## config.mk

```make
export PLATFORM = sky130hd
export DESIGN_NAME = fetch_prefetch_unit_flat
export DESIGN_NICKNAME = d
export VERILOG_FILES = /design/src/rtl/fetch_prefetch_unit_if.sv /design/src/rtl/fetch_prefetch_unit.sv /design/src/flat_wrapper.sv
export SDC_FILE = /design/constraint.sdc
export NUM_CORES = 1
export LEC_CHECK = 0
export BUFFER_PORTS_ARGS = -buffer_cell sky130_fd_sc_hd__clkbuf_2
export CAP_MARGIN = 5
export CORE_MARGIN = 3
export CORE_UTILIZATION = 35
export DETAILED_ROUTE_END_ITERATION = 6
export GPL_ROUTABILITY_DRIVEN = 0
export PLACE_DENSITY = 0.57
export SLEW_MARGIN = 20
export SYNTH_ARGS = -nofsm -noshare
export SYNTH_HDL_FRONTEND = slang
export SYNTH_SLANG_ARGS = --single-unit
```

## constraint.sdc

```tcl
create_clock -name clk -period 25 [get_ports clk]
set_clock_uncertainty 0.2 [all_clocks]
set_input_delay 2.5 -clock clk [delete_from_list [all_inputs] [get_ports clk]]
set_output_delay 2.5 -clock clk [all_outputs]
set_load 0.03 [all_outputs]
```

## src/rtl/fetch_prefetch_unit_if.sv

```systemverilog
// fetch_prefetch_unit_if: imem req/rsp, redirect and decode handshake bundle for the fetch stage
interface fetch_prefetch_unit_if;
  logic        imem_req_valid;
  logic [31:0] imem_req_addr;
  logic        imem_req_ready;
  logic        imem_rsp_valid;
  logic [31:0] imem_rsp_data;
  logic        redirect_valid;
  logic [31:0] redirect_pc;
  logic        if_valid;
  logic [31:0] if_instr;
  logic [31:0] if_pc;
  logic        if_ready;
  modport master (
    output imem_req_valid, imem_req_addr, if_valid, if_instr, if_pc,
    input  imem_req_ready, imem_rsp_valid, imem_rsp_data, redirect_valid, redirect_pc, if_ready
  );
  modport slave (
    input  imem_req_valid, imem_req_addr, if_valid, if_instr, if_pc,
    output imem_req_ready, imem_rsp_valid, imem_rsp_data, redirect_valid, redirect_pc, if_ready
  );
endinterface

```

## src/rtl/fetch_prefetch_unit.sv

```systemverilog
// fetch_prefetch_unit: credit-limited sequential fetch with in-order prefetch FIFO and redirect flush; FETCH_STATS_EN adds stall/flush counters
module fetch_prefetch_unit #(
  parameter int          FIFO_DEPTH = 4,
  parameter logic [31:0] RESET_PC   = 32'h0
) (
  input  logic                   clk,
  input  logic                   reset_n,
  fetch_prefetch_unit_if.master  bus
`ifdef FETCH_STATS_EN
  ,
  output logic [31:0]            stall_cycles,
  output logic [31:0]            flush_count
`endif
);
  localparam int AW = $clog2(FIFO_DEPTH);
  localparam int CW = AW + 1;
  logic [31:0]   fetch_pc, rsp_pc, redir_pc;
  logic [CW-1:0] outstanding, discard, count;
  logic [AW-1:0] head, tail;
  logic [63:0]   mem [FIFO_DEPTH];
  logic          credit, accept, drop, push, pop, redir;
  assign redir    = bus.redirect_valid;
  assign redir_pc = bus.redirect_pc & ~32'h3;
  assign credit   = ({1'b0, outstanding} + {1'b0, count}) < (CW+1)'(FIFO_DEPTH);
  assign bus.imem_req_valid = reset_n && !redir && credit;
  assign bus.imem_req_addr  = fetch_pc;
  assign accept = bus.imem_req_valid && bus.imem_req_ready;
  assign drop   = bus.imem_rsp_valid && discard != '0;
  // a response landing in a redirect cycle belongs to the old stream
  assign push   = bus.imem_rsp_valid && discard == '0 && !redir;
  assign bus.if_valid = count != '0;
  assign pop    = bus.if_valid && bus.if_ready && !redir;
  assign {bus.if_pc, bus.if_instr} = bus.if_valid ? mem[head] : 64'h0;
  always_ff @(posedge clk or negedge reset_n)
    if (!reset_n) begin
      fetch_pc    <= RESET_PC;
      rsp_pc      <= RESET_PC;
      outstanding <= '0;
      discard     <= '0;
      count       <= '0;
      head        <= '0;
      tail        <= '0;
    end else begin
      outstanding <= outstanding + CW'(accept) - CW'(bus.imem_rsp_valid);
      fetch_pc    <= redir ? redir_pc : accept ? fetch_pc + 32'd4 : fetch_pc;
      rsp_pc      <= redir ? redir_pc : push ? rsp_pc + 32'd4 : rsp_pc;
      discard     <= redir ? outstanding - CW'(bus.imem_rsp_valid) : discard - CW'(drop);
      count       <= redir ? '0 : count + CW'(push) - CW'(pop);
      head        <= redir ? '0 : head + AW'(pop);
      tail        <= redir ? '0 : tail + AW'(push);
    end
  always_ff @(posedge clk)
    if (push) mem[tail] <= {rsp_pc, bus.imem_rsp_data};
`ifdef FETCH_STATS_EN
  always_ff @(posedge clk or negedge reset_n)
    if (!reset_n) begin
      stall_cycles <= '0;
      flush_count  <= '0;
    end else begin
      stall_cycles <= (!bus.if_valid && bus.if_ready && stall_cycles != '1) ? stall_cycles + 32'd1 : stall_cycles;
      flush_count  <= (redir && flush_count != '1) ? flush_count + 32'd1 : flush_count;
    end
`endif
endmodule
```

## src/flat_wrapper.sv

```systemverilog
// flat-port wrapper written by rule: the top's interface ports become plain ports
module fetch_prefetch_unit_flat 
#(
  parameter int          FIFO_DEPTH = 4,
  parameter logic [31:0] RESET_PC   = 32'h0
)
  (clk, reset_n, bus_imem_req_valid, bus_imem_req_addr, bus_if_valid, bus_if_instr, bus_if_pc, bus_imem_req_ready, bus_imem_rsp_valid, bus_imem_rsp_data, bus_redirect_valid, bus_redirect_pc, bus_if_ready);
  fetch_prefetch_unit_if bus_i ();
  input  logic clk;
  input  logic reset_n;
  output wire logic [$bits(bus_i.imem_req_valid)-1:0] bus_imem_req_valid;
  output wire logic [$bits(bus_i.imem_req_addr)-1:0] bus_imem_req_addr;
  output wire logic [$bits(bus_i.if_valid)-1:0] bus_if_valid;
  output wire logic [$bits(bus_i.if_instr)-1:0] bus_if_instr;
  output wire logic [$bits(bus_i.if_pc)-1:0] bus_if_pc;
  input wire logic [$bits(bus_i.imem_req_ready)-1:0] bus_imem_req_ready;
  input wire logic [$bits(bus_i.imem_rsp_valid)-1:0] bus_imem_rsp_valid;
  input wire logic [$bits(bus_i.imem_rsp_data)-1:0] bus_imem_rsp_data;
  input wire logic [$bits(bus_i.redirect_valid)-1:0] bus_redirect_valid;
  input wire logic [$bits(bus_i.redirect_pc)-1:0] bus_redirect_pc;
  input wire logic [$bits(bus_i.if_ready)-1:0] bus_if_ready;
  assign bus_imem_req_valid = bus_i.imem_req_valid;
  assign bus_imem_req_addr = bus_i.imem_req_addr;
  assign bus_if_valid = bus_i.if_valid;
  assign bus_if_instr = bus_i.if_instr;
  assign bus_if_pc = bus_i.if_pc;
  assign bus_i.imem_req_ready = bus_imem_req_ready;
  assign bus_i.imem_rsp_valid = bus_imem_rsp_valid;
  assign bus_i.imem_rsp_data = bus_imem_rsp_data;
  assign bus_i.redirect_valid = bus_redirect_valid;
  assign bus_i.redirect_pc = bus_redirect_pc;
  assign bus_i.if_ready = bus_if_ready;
  fetch_prefetch_unit #(.FIFO_DEPTH(FIFO_DEPTH), .RESET_PC(RESET_PC)) u_core (.clk(clk), .reset_n(reset_n), .bus(bus_i));
endmodule
```

==> results of run 1 <==
-- registers in the layout, summed over array words and instances, names as in the netlist --
name                      count
u_core.bus.imem_req_addr     30
u_core.count                  3
u_core.discard                3
u_core.head                   2
u_core.mem                  248
u_core.outstanding            3
u_core.rsp_pc                30
u_core.tail                   2
-- cell families after synthesis --
family	count (synthesis)
DFF	321
and+or+nand+nor	257
muxes	85
buffers and inverters	63
AOI/OAI and AO/OA	54
xor gates and xnor gates	47
adders and majority gates	16
other	1
-- worst min-delay path, cell delays in order (launching register included) --
cell and delay, ps:
dfrtp_1 380, nand2_1 60, o211ai_1 70
-- layer usage --
metal,up-vias,routed length [um],GRT usage [%]
met4,0,574,3.52
met5,-,0,0
met1,3902,13600,20.9
li1,3570,-,-
met3,41,1990,3.06
met2,266,13900,23.2
-- Yosys cell counts (4+ instances only) --
master    count  area, um2
buf_4         4       30.0
or3_1         6       37.5
and3_1       10       62.6
inv_1        19       71.3
mux2i_1       5       50.1
nand2_1      55        206
clkbuf_1     24       90.1
nor2b_1      66        413
o21ai_0      13       65.1
nand4_1      15       93.8
mux4_2       62       1400
and4_1        6       52.6
xnor2_1      29        254
xor2_1       18        158
buf_1        11       41.3
ha_1         14        175
o21ai_1      10       50.1
o211ai_1     10       75.1
nor2_1       17       63.8
mux2_2       18        203
edfxtp_1    248       7450
nor4_1       13       81.3
nand3_1      31        155
dfrtp_1      73       1830
nor3_1       21        105
-- power by group through the flow --
stage | sequential (uW) | combinational (uW) | clock (uW)
floorplan | 653 | 213 | 0
global placement | 653 | 316 | 0
detailed placement | 654 | 318 | 0
CTS | 643 | 319 | 526
global route | 649 | 338 | 549
finish | 643 | 309 | 509
-- per-stage QoR --
stage	utilization, %	hold WS (ps)	std cells
floorplan	-	295	847
global route	42.4	383	1546
CTS	42.4	356	1546
finish	42.4	352	1546
global placement	39.4	337	1487
detailed placement	39.4	344	1487
-- final timing paths --
| check | slack, ps | from | end |
|---|---|---|---|
| hold / removal | 350 | u_core.bus.imem_req_addr[31] | u_core.bus.imem_req_addr[31] |
| hold reg to reg | 350 | u_core.bus.imem_req_addr[31] | u_core.bus.imem_req_addr[31] |
| min in group asynchronous | 1720 | reset_n | u_core.bus.imem_req_addr[13] |
| setup reg to reg | 21770 | u_core.count[1] | u_core.count[2] |
| max in group asynchronous | 21860 | reset_n | u_core.head[0] |
| setup / recovery | 18810 | reset_n | bus_imem_req_valid |
-- final cells by class --
| type | instances | area (um2) |
|---|---|---|
| clock inverter | 16 | 163 |
| clock buffer | 43 | 968 |
| timing repair buffer | 171 | 883 |
| multi-input combinational | 463 | 4090 |
| sequential | 321 | 9280 |
| tap | 511 | 639 |
| fill | 3503 | 21900 |
| inverter | 21 | 78.8 |
==> run_results.csv, run 1 <==
group,metric,value,unit
sta,slew_viol_final,0,
synthesis,synth-seq-area-share,68.2,%
synthesis,synth-simple-area-share,10.5,%
job,cap_violations,0,
power_and_ir_drop,switchingPower,444,uW
floorplan,ios,168,
setup_path,path_class,"in2out",
power_and_ir_drop,power,1460,uW
outcome,status,"completed",
power_and_ir_drop,leakage,0.00573,uW
setup_path,crit_cells,4,
routing,drtAntennaViolNets,0,
clocking,cts_sinks,321,
synthesis,ys_types,54,
finish,nets,1100,
finish,final_cell_mix,"edfxtp_1, clkbuf_2, dfrtp_1",
sta,worst_slack,18810,ps
power_and_ir_drop,seq_power_share,44.0,%
synthesis,async_flop_share,22.7,%
power_and_ir_drop,p_sw_share,30.4,%
synthesis,synth_mux_area_share,12.1,%
synthesis,synth_top_family_by_area,"multiplexers",
grt,track_usage,14.6,%
grt,overflow,0,
power_and_ir_drop,internal_power,1020,uW
floorplan,die_area,41300,um2
routing,drcViolationCount,0,
clocking,root_buffer,"clkbuf_16",
floorplan,start_util,35.8,%
floorplan,die_y,203,um
floorplan,core,38000,um2
finish,mostFrequentLayoutCell,"edfxtp_1",
clocking,path_clk_slew,50,ps
setup_path,path_delay_family,"buffers and inverters",
synthesis,synth-xor-area-share,3.03,%
clocking,cts_buffers,36,
synthesis,synth_fa_ha_area_share,1.58,%
setup_path,worstPathCellList,"buf_4 > nor2b_1 > and3_1 > clkbuf_2",
sta,fin_crit,6190,ps
sta,fin_crit_sh,24.8,%
floorplan,die_w,203,um
finish,drive_gt1_share,30.2,%
clocking,cts_setup_buffers,0,
setup_path,crit_required,22300,ps
placed_design,placed_area,15000,um2
clocking,clk_path_buf_depth,3,
synthesis,avgSynthCellArea,16.1,um2
finish,antenna_cells,0,
setup_path,ff2ff_path_depth,12,
placed_design,port_buffers,161,
setup_path,worstPathMaxFanout,29,
sta,hold_viol,0,
synthesis,mappedNetlistArea,13600,um2
placed_design,pre_cts_ws,18750,ps
setup_path,worstPathArrival,3490,ps
grt,first_global_vias,7944,
synthesis,ys_ff_latch,321,
placed_design,dpl.hpwl,18.3,mm
synthesis,synth_cells,844,
routing,first_iter_violations,433,
synthesis,synth_warnings,0,
floorplan,num_rows,71,
finish,final_cell_area,16100,um2
grt,grt_antenna_before_repair,0,
synthesis,synth_flop_cell,"edfxtp_1",
setup_path,critPathLaunchType,"input pin",
clocking,hold_buffers,0,
sta,relSlewSlack,32.2,%
setup_path,max_stage_delay,350,ps
clocking,insertion_delay,510,ps
clocking,cts-htree-levels,2,
power_and_ir_drop,vdd_drop_max,0.0456,mV
power_and_ir_drop,p_clk_share,34.8,%
routing,wl_per_cell,19.5,um
sta,finalSetupViolCount,0,
hold_path,hold_path.class,"reg2reg",
clocking,cts_resized,0,
routing,routed_wl,30.1,mm
routing,post_drt_via_cell_ratio,5.03,
power_and_ir_drop,power_density,90.7,nW/um2
grt,grt_max_degree,64,
grt,grt_pass1_wl,47.0,mm
setup_path,cp-end-kind,"output pin",
hold_path,min_delay_path_depth,2,
routing,via_count,7779,
synthesis,synth-edff-count,248,
synthesis,synth_compound_area_share,2.60,%
sta,tns,0,ps
sta,worst_pin_slew,1000,ps
sta,max_freq,161,MHz
finish,synthToLayoutAreaGrowth,18.4,%
power_and_ir_drop,p_comb_share,21.1,%
setup_path,critPathBufInv,2,
routing,drt_first_pass_iters,4,
clocking,cts_tree,"done",
setup_path,critPathSlowestCell,"buf_4",
sta,rsz0062_at_grt,"false",
(Power assumes the default switching activity.)
==> run 2, diff against run 1 <==
--- a/config.mk
+++ b/config.mk
@@ -11,7 +11,7 @@
 export CORE_UTILIZATION = 35
 export DETAILED_ROUTE_END_ITERATION = 6
 export GPL_ROUTABILITY_DRIVEN = 0
-export PLACE_DENSITY = 0.57
+export PLACE_DENSITY = 0.59
 export SLEW_MARGIN = 20
 export SYNTH_ARGS = -nofsm -noshare
 export SYNTH_HDL_FRONTEND = slang
==> constraint.sdc (replaced) <==
create_clock -name clk -period 5.35 [get_ports clk]
set_clock_uncertainty 0.2 [all_clocks]
set_input_delay 0.535 -clock clk [delete_from_list [all_inputs] [get_ports clk]]
set_output_delay 0.535 -clock clk [all_outputs]
set_load 0.03 [all_outputs]
==> run_results.csv, run 2 (synthesis gave the netlist of run 1 again) <==
group,metric,value,unit
outcome,status,"completed",
power_and_ir_drop,p_sw_share,29.6,%
power_and_ir_drop,seq_power_share,42.8,%
clocking,cts_tree,"done",
power_and_ir_drop,p_clk_share,36.5,%
clocking,cts-htree-levels,2,
sta,worst_slack,1870,ps
clocking,clk_path_buf_depth,3,
power_and_ir_drop,internal_power,4950,uW
routing,drcViolationCount,0,
sta,fin_crit,3480,ps
grt,overflow,0,
finish,top_register,"u_core.mem",
setup_path,path_class,"reg2out",
floorplan,die_y,203,um
setup_path,r2r_start,"u_core.discard[0]",
power_and_ir_drop,leakage,0.00582,uW
routing,via_count,7863,
routing,first_iter_violations,401,
floorplan,die_area,41300,um2
grt,grt_max_degree,63,
clocking,insertion_delay,520,ps
setup_path,worstPathMaxFanout,26,
routing,drt_first_pass_iters,4,
power_and_ir_drop,power,7030,uW
power_and_ir_drop,power_density,431,nW/um2
setup_path,critPathLaunchType,"register",
clocking,root_buffer,"clkbuf_16",
hold_path,hp-start,"bus_imem_rsp_data[20]",
setup_path,worstPathArrival,2740,ps
job,cap_violations,0,
setup_path,startpoint,"u_core.head[0]",
clocking,cts_sinks,321,
placed_design,dpl.hpwl,18.8,mm
power_and_ir_drop,switchingPower,2080,uW
clocking,cts_buffers,36,
floorplan,ios,168,
power_and_ir_drop,vdd_drop_max,0.204,mV
sta,tns,0,ps
floorplan,num_rows,71,
placed_design,pre_cts_ws,1880,ps
finish,antenna_cells,0,
floorplan,die_w,203,um
grt,first_global_vias,7961,
sta,relSlewSlack,34.3,%
sta,slew_viol_final,0,
finish,drive_gt1_share,30.5,%
sta,finalSetupViolCount,0,
sta,hold_ws,42.1,ps
finish,nets,1106,
finish,largest_register_ffs,248,
setup_path,crit_required,4620,ps
finish,post-route-util,42.9,%
grt,track_usage,14.5,%
sta,hold_viol,0,
sta,max_freq,287,MHz
routing,drtAntennaViolNets,0,
finish,final_cell_mix,"edfxtp_1, clkbuf_2, dfrtp_1",
sta,fin_crit_sh,65.0,%
placed_design,port_buffers,161,
hold_path,hold_path.class,"in2reg",
sta,worst_pin_slew,985,ps
finish,mostFrequentLayoutCell,"edfxtp_1",
sta,rsz0062_at_grt,"false",
setup_path,cp-end-kind,"output pin",
clocking,path_clk_slew,60,ps
grt,grt_pass1_wl,46.9,mm
clocking,cts_setup_buffers,0,
grt,grt_antenna_before_repair,0,
power_and_ir_drop,p_comb_share,20.7,%
routing,routed_wl,30.1,mm
routing,post_drt_via_cell_ratio,5.05,
finish,synthToLayoutAreaGrowth,20.0,%
routing,wl_per_cell,19.3,um
floorplan,core,38000,um2
floorplan,start_util,35.8,%
[run 2: cell types whose count changed in the layout (fill, tap and decap cells not counted), sizes merged]
cell	change
buf	+5
bufinv	+3
clkbuf	+5
clkinv	-1
dlygate4sd3	+1
inv	-1
[run 2: worst max-delay path, cell delays in order, from the launching register on]
cell      delay, ps
dfrtp_4         800
buf_12          300
buf_4           250
mux4_2          510
nor2b_1         140
clkbuf_2        210
[run 2: timing repair]
action,in CTS,in global routing
hold endpoints to repair,25,0
hold buffers,1,0
resized for setup,0,0
[run 2: routing by layer]
metal  wire [um]  up-vias  track usage, %
met5           0        -               0
met1       13900     3998            21.0
met3        1660       39            2.81
li1            -     3593               -
met2       14000      233            22.8
met4         490        0            3.24
[run 2: per-stage QoR]
stage	cell area [um2]	cells
after CTS	16300	1557
after global routing	16300	1558
final	16300	1558
after detailed placement	15000	1491
after floorplan	13600	847
after global placement	15000	1491
[run 2: path summary, 6_finish.rpt]
kind	endpoint	slack, ps	depth (start not counted)
worst max-delay path	bus_if_instr[13]	1870	5
worst min-delay path	u_core.mem[2][20]	40	1
worst max register to register	u_core.mem[3][20]	2160	4
worst min register to register	u_core.mem[2][48]	370	0
max in group asynchronous	u_core.head[0]	3630	3
min in group asynchronous	u_core.bus.imem_req_addr[16]	270	2
[run 2: cell type report]
class	count	area [um2]
fill	3538	21700
clock inverter	17	241
multi-input combinational	463	4110
tap	511	639
inverter	21	78.8
sequential	321	9280
timing repair buffer	177	956
clock buffer	48	1010
[run 2: power groups by stage]
stage / Clock, uW / Combinational [uW] / Sequential [uW]
after floorplan: 0 / 998 / 3050
after global placement: 0 / 1460 / 3080
after detailed placement: 0 / 1470 / 3080
after CTS: 2650 / 1470 / 3030
after global routing: 2750 / 1590 / 3040
final: 2570 / 1460 / 3010
==> run 3, diff against run 2 <==
==> constraint.sdc (replaced) <==
create_clock -name clk -period 2.9 [get_ports clk]
set_clock_uncertainty 0.2 [all_clocks]
set_input_delay 0.29 -clock clk [delete_from_list [all_inputs] [get_ports clk]]
set_output_delay 0.29 -clock clk [all_outputs]
set_load 0.03 [all_outputs]
==> run_results.csv, run 3 (synthesis gave the netlist of run 1 again) <==
group,metric,value,unit
setup_path,path_class,"reg2out",
setup_path,max_stage_delay,560,ps
grt,grt_antenna_before_repair,0,
hold_path,hold_path.class,"in2reg",
routing,first_iter_violations,352,
finish,largest_register_ffs,248,
routing,via_count,8092,
floorplan,num_rows,71,
sta,tns,0,ps
sta,slew_viol_final,0,
finish,fin_cells,1643,
power_and_ir_drop,leakage,0.00614,uW
finish,final_cell_mix,"edfxtp_1, clkbuf_2, dfrtp_1",
placed_design,dpl.hpwl,19.5,mm
clocking,cts_sinks,321,
setup_path,cp-end-kind,"output pin",
placed_design,dp_cells,1509,
clocking,cts_setup_buffers,0,
routing,drt_first_pass_iters,4,
clocking,cts_tree,"done",
sta,rsz0062_at_grt,"false",
sta,max_freq,361,MHz
sta,finalSetupViolCount,0,
sta,worst_pin_slew,675,ps
setup_path,critPathBufInv,2,
placed_design,port_buffers,161,
setup_path,path_delay_family,"buffers and inverters",
finish,final_cell_area,17100,um2
setup_path,critPathSlowestCell,"mux4_2",
routing,drcViolationCount,0,
floorplan,die_y,203,um
setup_path,worstPathCellList,"buf_16 > mux4_2 > nor2b_1 > clkbuf_2",
sta,fin_crit,2770,ps
grt,grt_max_degree,63,
setup_path,critPathLaunchType,"register",
placed_design,placed_area,15200,um2
finish,mostFrequentLayoutCell,"edfxtp_1",
outcome,status,"completed",
floorplan,die_w,203,um
clocking,insertion_delay,530,ps
grt,first_global_vias,8384,
routing,routed_wl,30.9,mm
finish,post-route-util,44.9,%
grt,track_usage,14.9,%
finish,drive_gt1_share,29.8,%
routing,drtAntennaViolNets,0,
clocking,clk_path_buf_depth,3,
floorplan,start_util,35.8,%
power_and_ir_drop,power_density,748,nW/um2
routing,wl_per_cell,18.8,um
finish,top_register,"u_core.mem",
grt,grt_pass1_wl,48.1,mm
floorplan,ios,168,
clocking,root_buffer,"clkbuf_16",
floorplan,die_area,41300,um2
clocking,cts_buffers,37,
finish,nets,1188,
setup_path,crit_required,2410,ps
setup_path,worstPathArrival,2280,ps
floorplan,core,38000,um2
sta,relSlewSlack,55.0,%
setup_path,worstPathMaxFanout,48,
clocking,path_clk_slew,60,ps
routing,post_drt_via_cell_ratio,4.93,
clocking,cts-htree-levels,2,
finish,synthToLayoutAreaGrowth,25.6,%
job,cap_violations,0,
grt,overflow,0,
power_and_ir_drop,vdd_drop_max,0.451,mV
sta,fin_crit_sh,95.6,%
sta,hold_viol,0,
run 3: worst paths after layout:
path	startpoint	to	slack [ps]	cells past startpoint
hold / removal	bus_imem_req_ready	u_core.bus.imem_req_addr[2]	50	3
hold reg to reg	u_core.bus.imem_req_addr[31]	u_core.bus.imem_req_addr[31]	360	2
max in group asynchronous	reset_n	u_core.head[0]	1260	4
setup / recovery	u_core.head[0]	bus_if_pc[18]	130	4
setup reg to reg	u_core.discard[0]	u_core.rsp_pc[28]	170	5
min in group asynchronous	reset_n	u_core.rsp_pc[6]	180	3
run 3: cell type report:
| cell class | count | area, um2 |
|---|---|---|
| fillers | 3451 | 20900 |
| flip-flops and latches | 321 | 9280 |
| multi-input cells | 463 | 4130 |
| repair buffers | 258 | 1800 |
| clock buffers | 53 | 1050 |
| well taps | 511 | 639 |
| clock inverters | 15 | 108 |
| inverters | 21 | 78.8 |
| diodes | 1 | 2.50 |
run 3: metrics by stage:
step | power [uW] | hold slack [ps] | setup WS [ps]
finish | 12800 | 49.7 | 128
global route | 13400 | 62.2 | 9.78
CTS | 13000 | 43.1 | 29.6
detailed placement | 8440 | 226 | 74.5
global placement | 8410 | 229 | 102
floorplan | 7470 | -206 | -827
run 3: report_power, final:
group	leakage, uW	total, uW	internal [uW]	switching (uW)
clock	0.000554	4400	2610	1790
sequential	0.00311	5510	5230	279
combinational	0.00247	2860	1020	1840
total	0.00614	12800	8860	3910
run 3: tightest hold or removal path, delay by kind of cell:
family,cells,cell delay (ps)
and+or+nand+nor,1,240
AOI/OAI and AO/OA,1,120
buffers and inverters,1,80
run 3: repair_timing:
item                                    4_1_cts  5_1_grt
pin swaps                                     0        0
endpoints found under the hold margin       213        0
resized for setup                             1        3
hold buffers                                 65        0
endpoints found under the setup margin        2        6
run 3: metal layers:
metal / part of all wire, % / track usage, % / vias to the layer above
met5: 0 / 0 / -
li1: - / - / 3756
met4: 1.7 / 3.98 / 0
met3: 6.0 / 2.90 / 41
met2: 47 / 24.2 / 248
met1: 45 / 20.7 / 4047
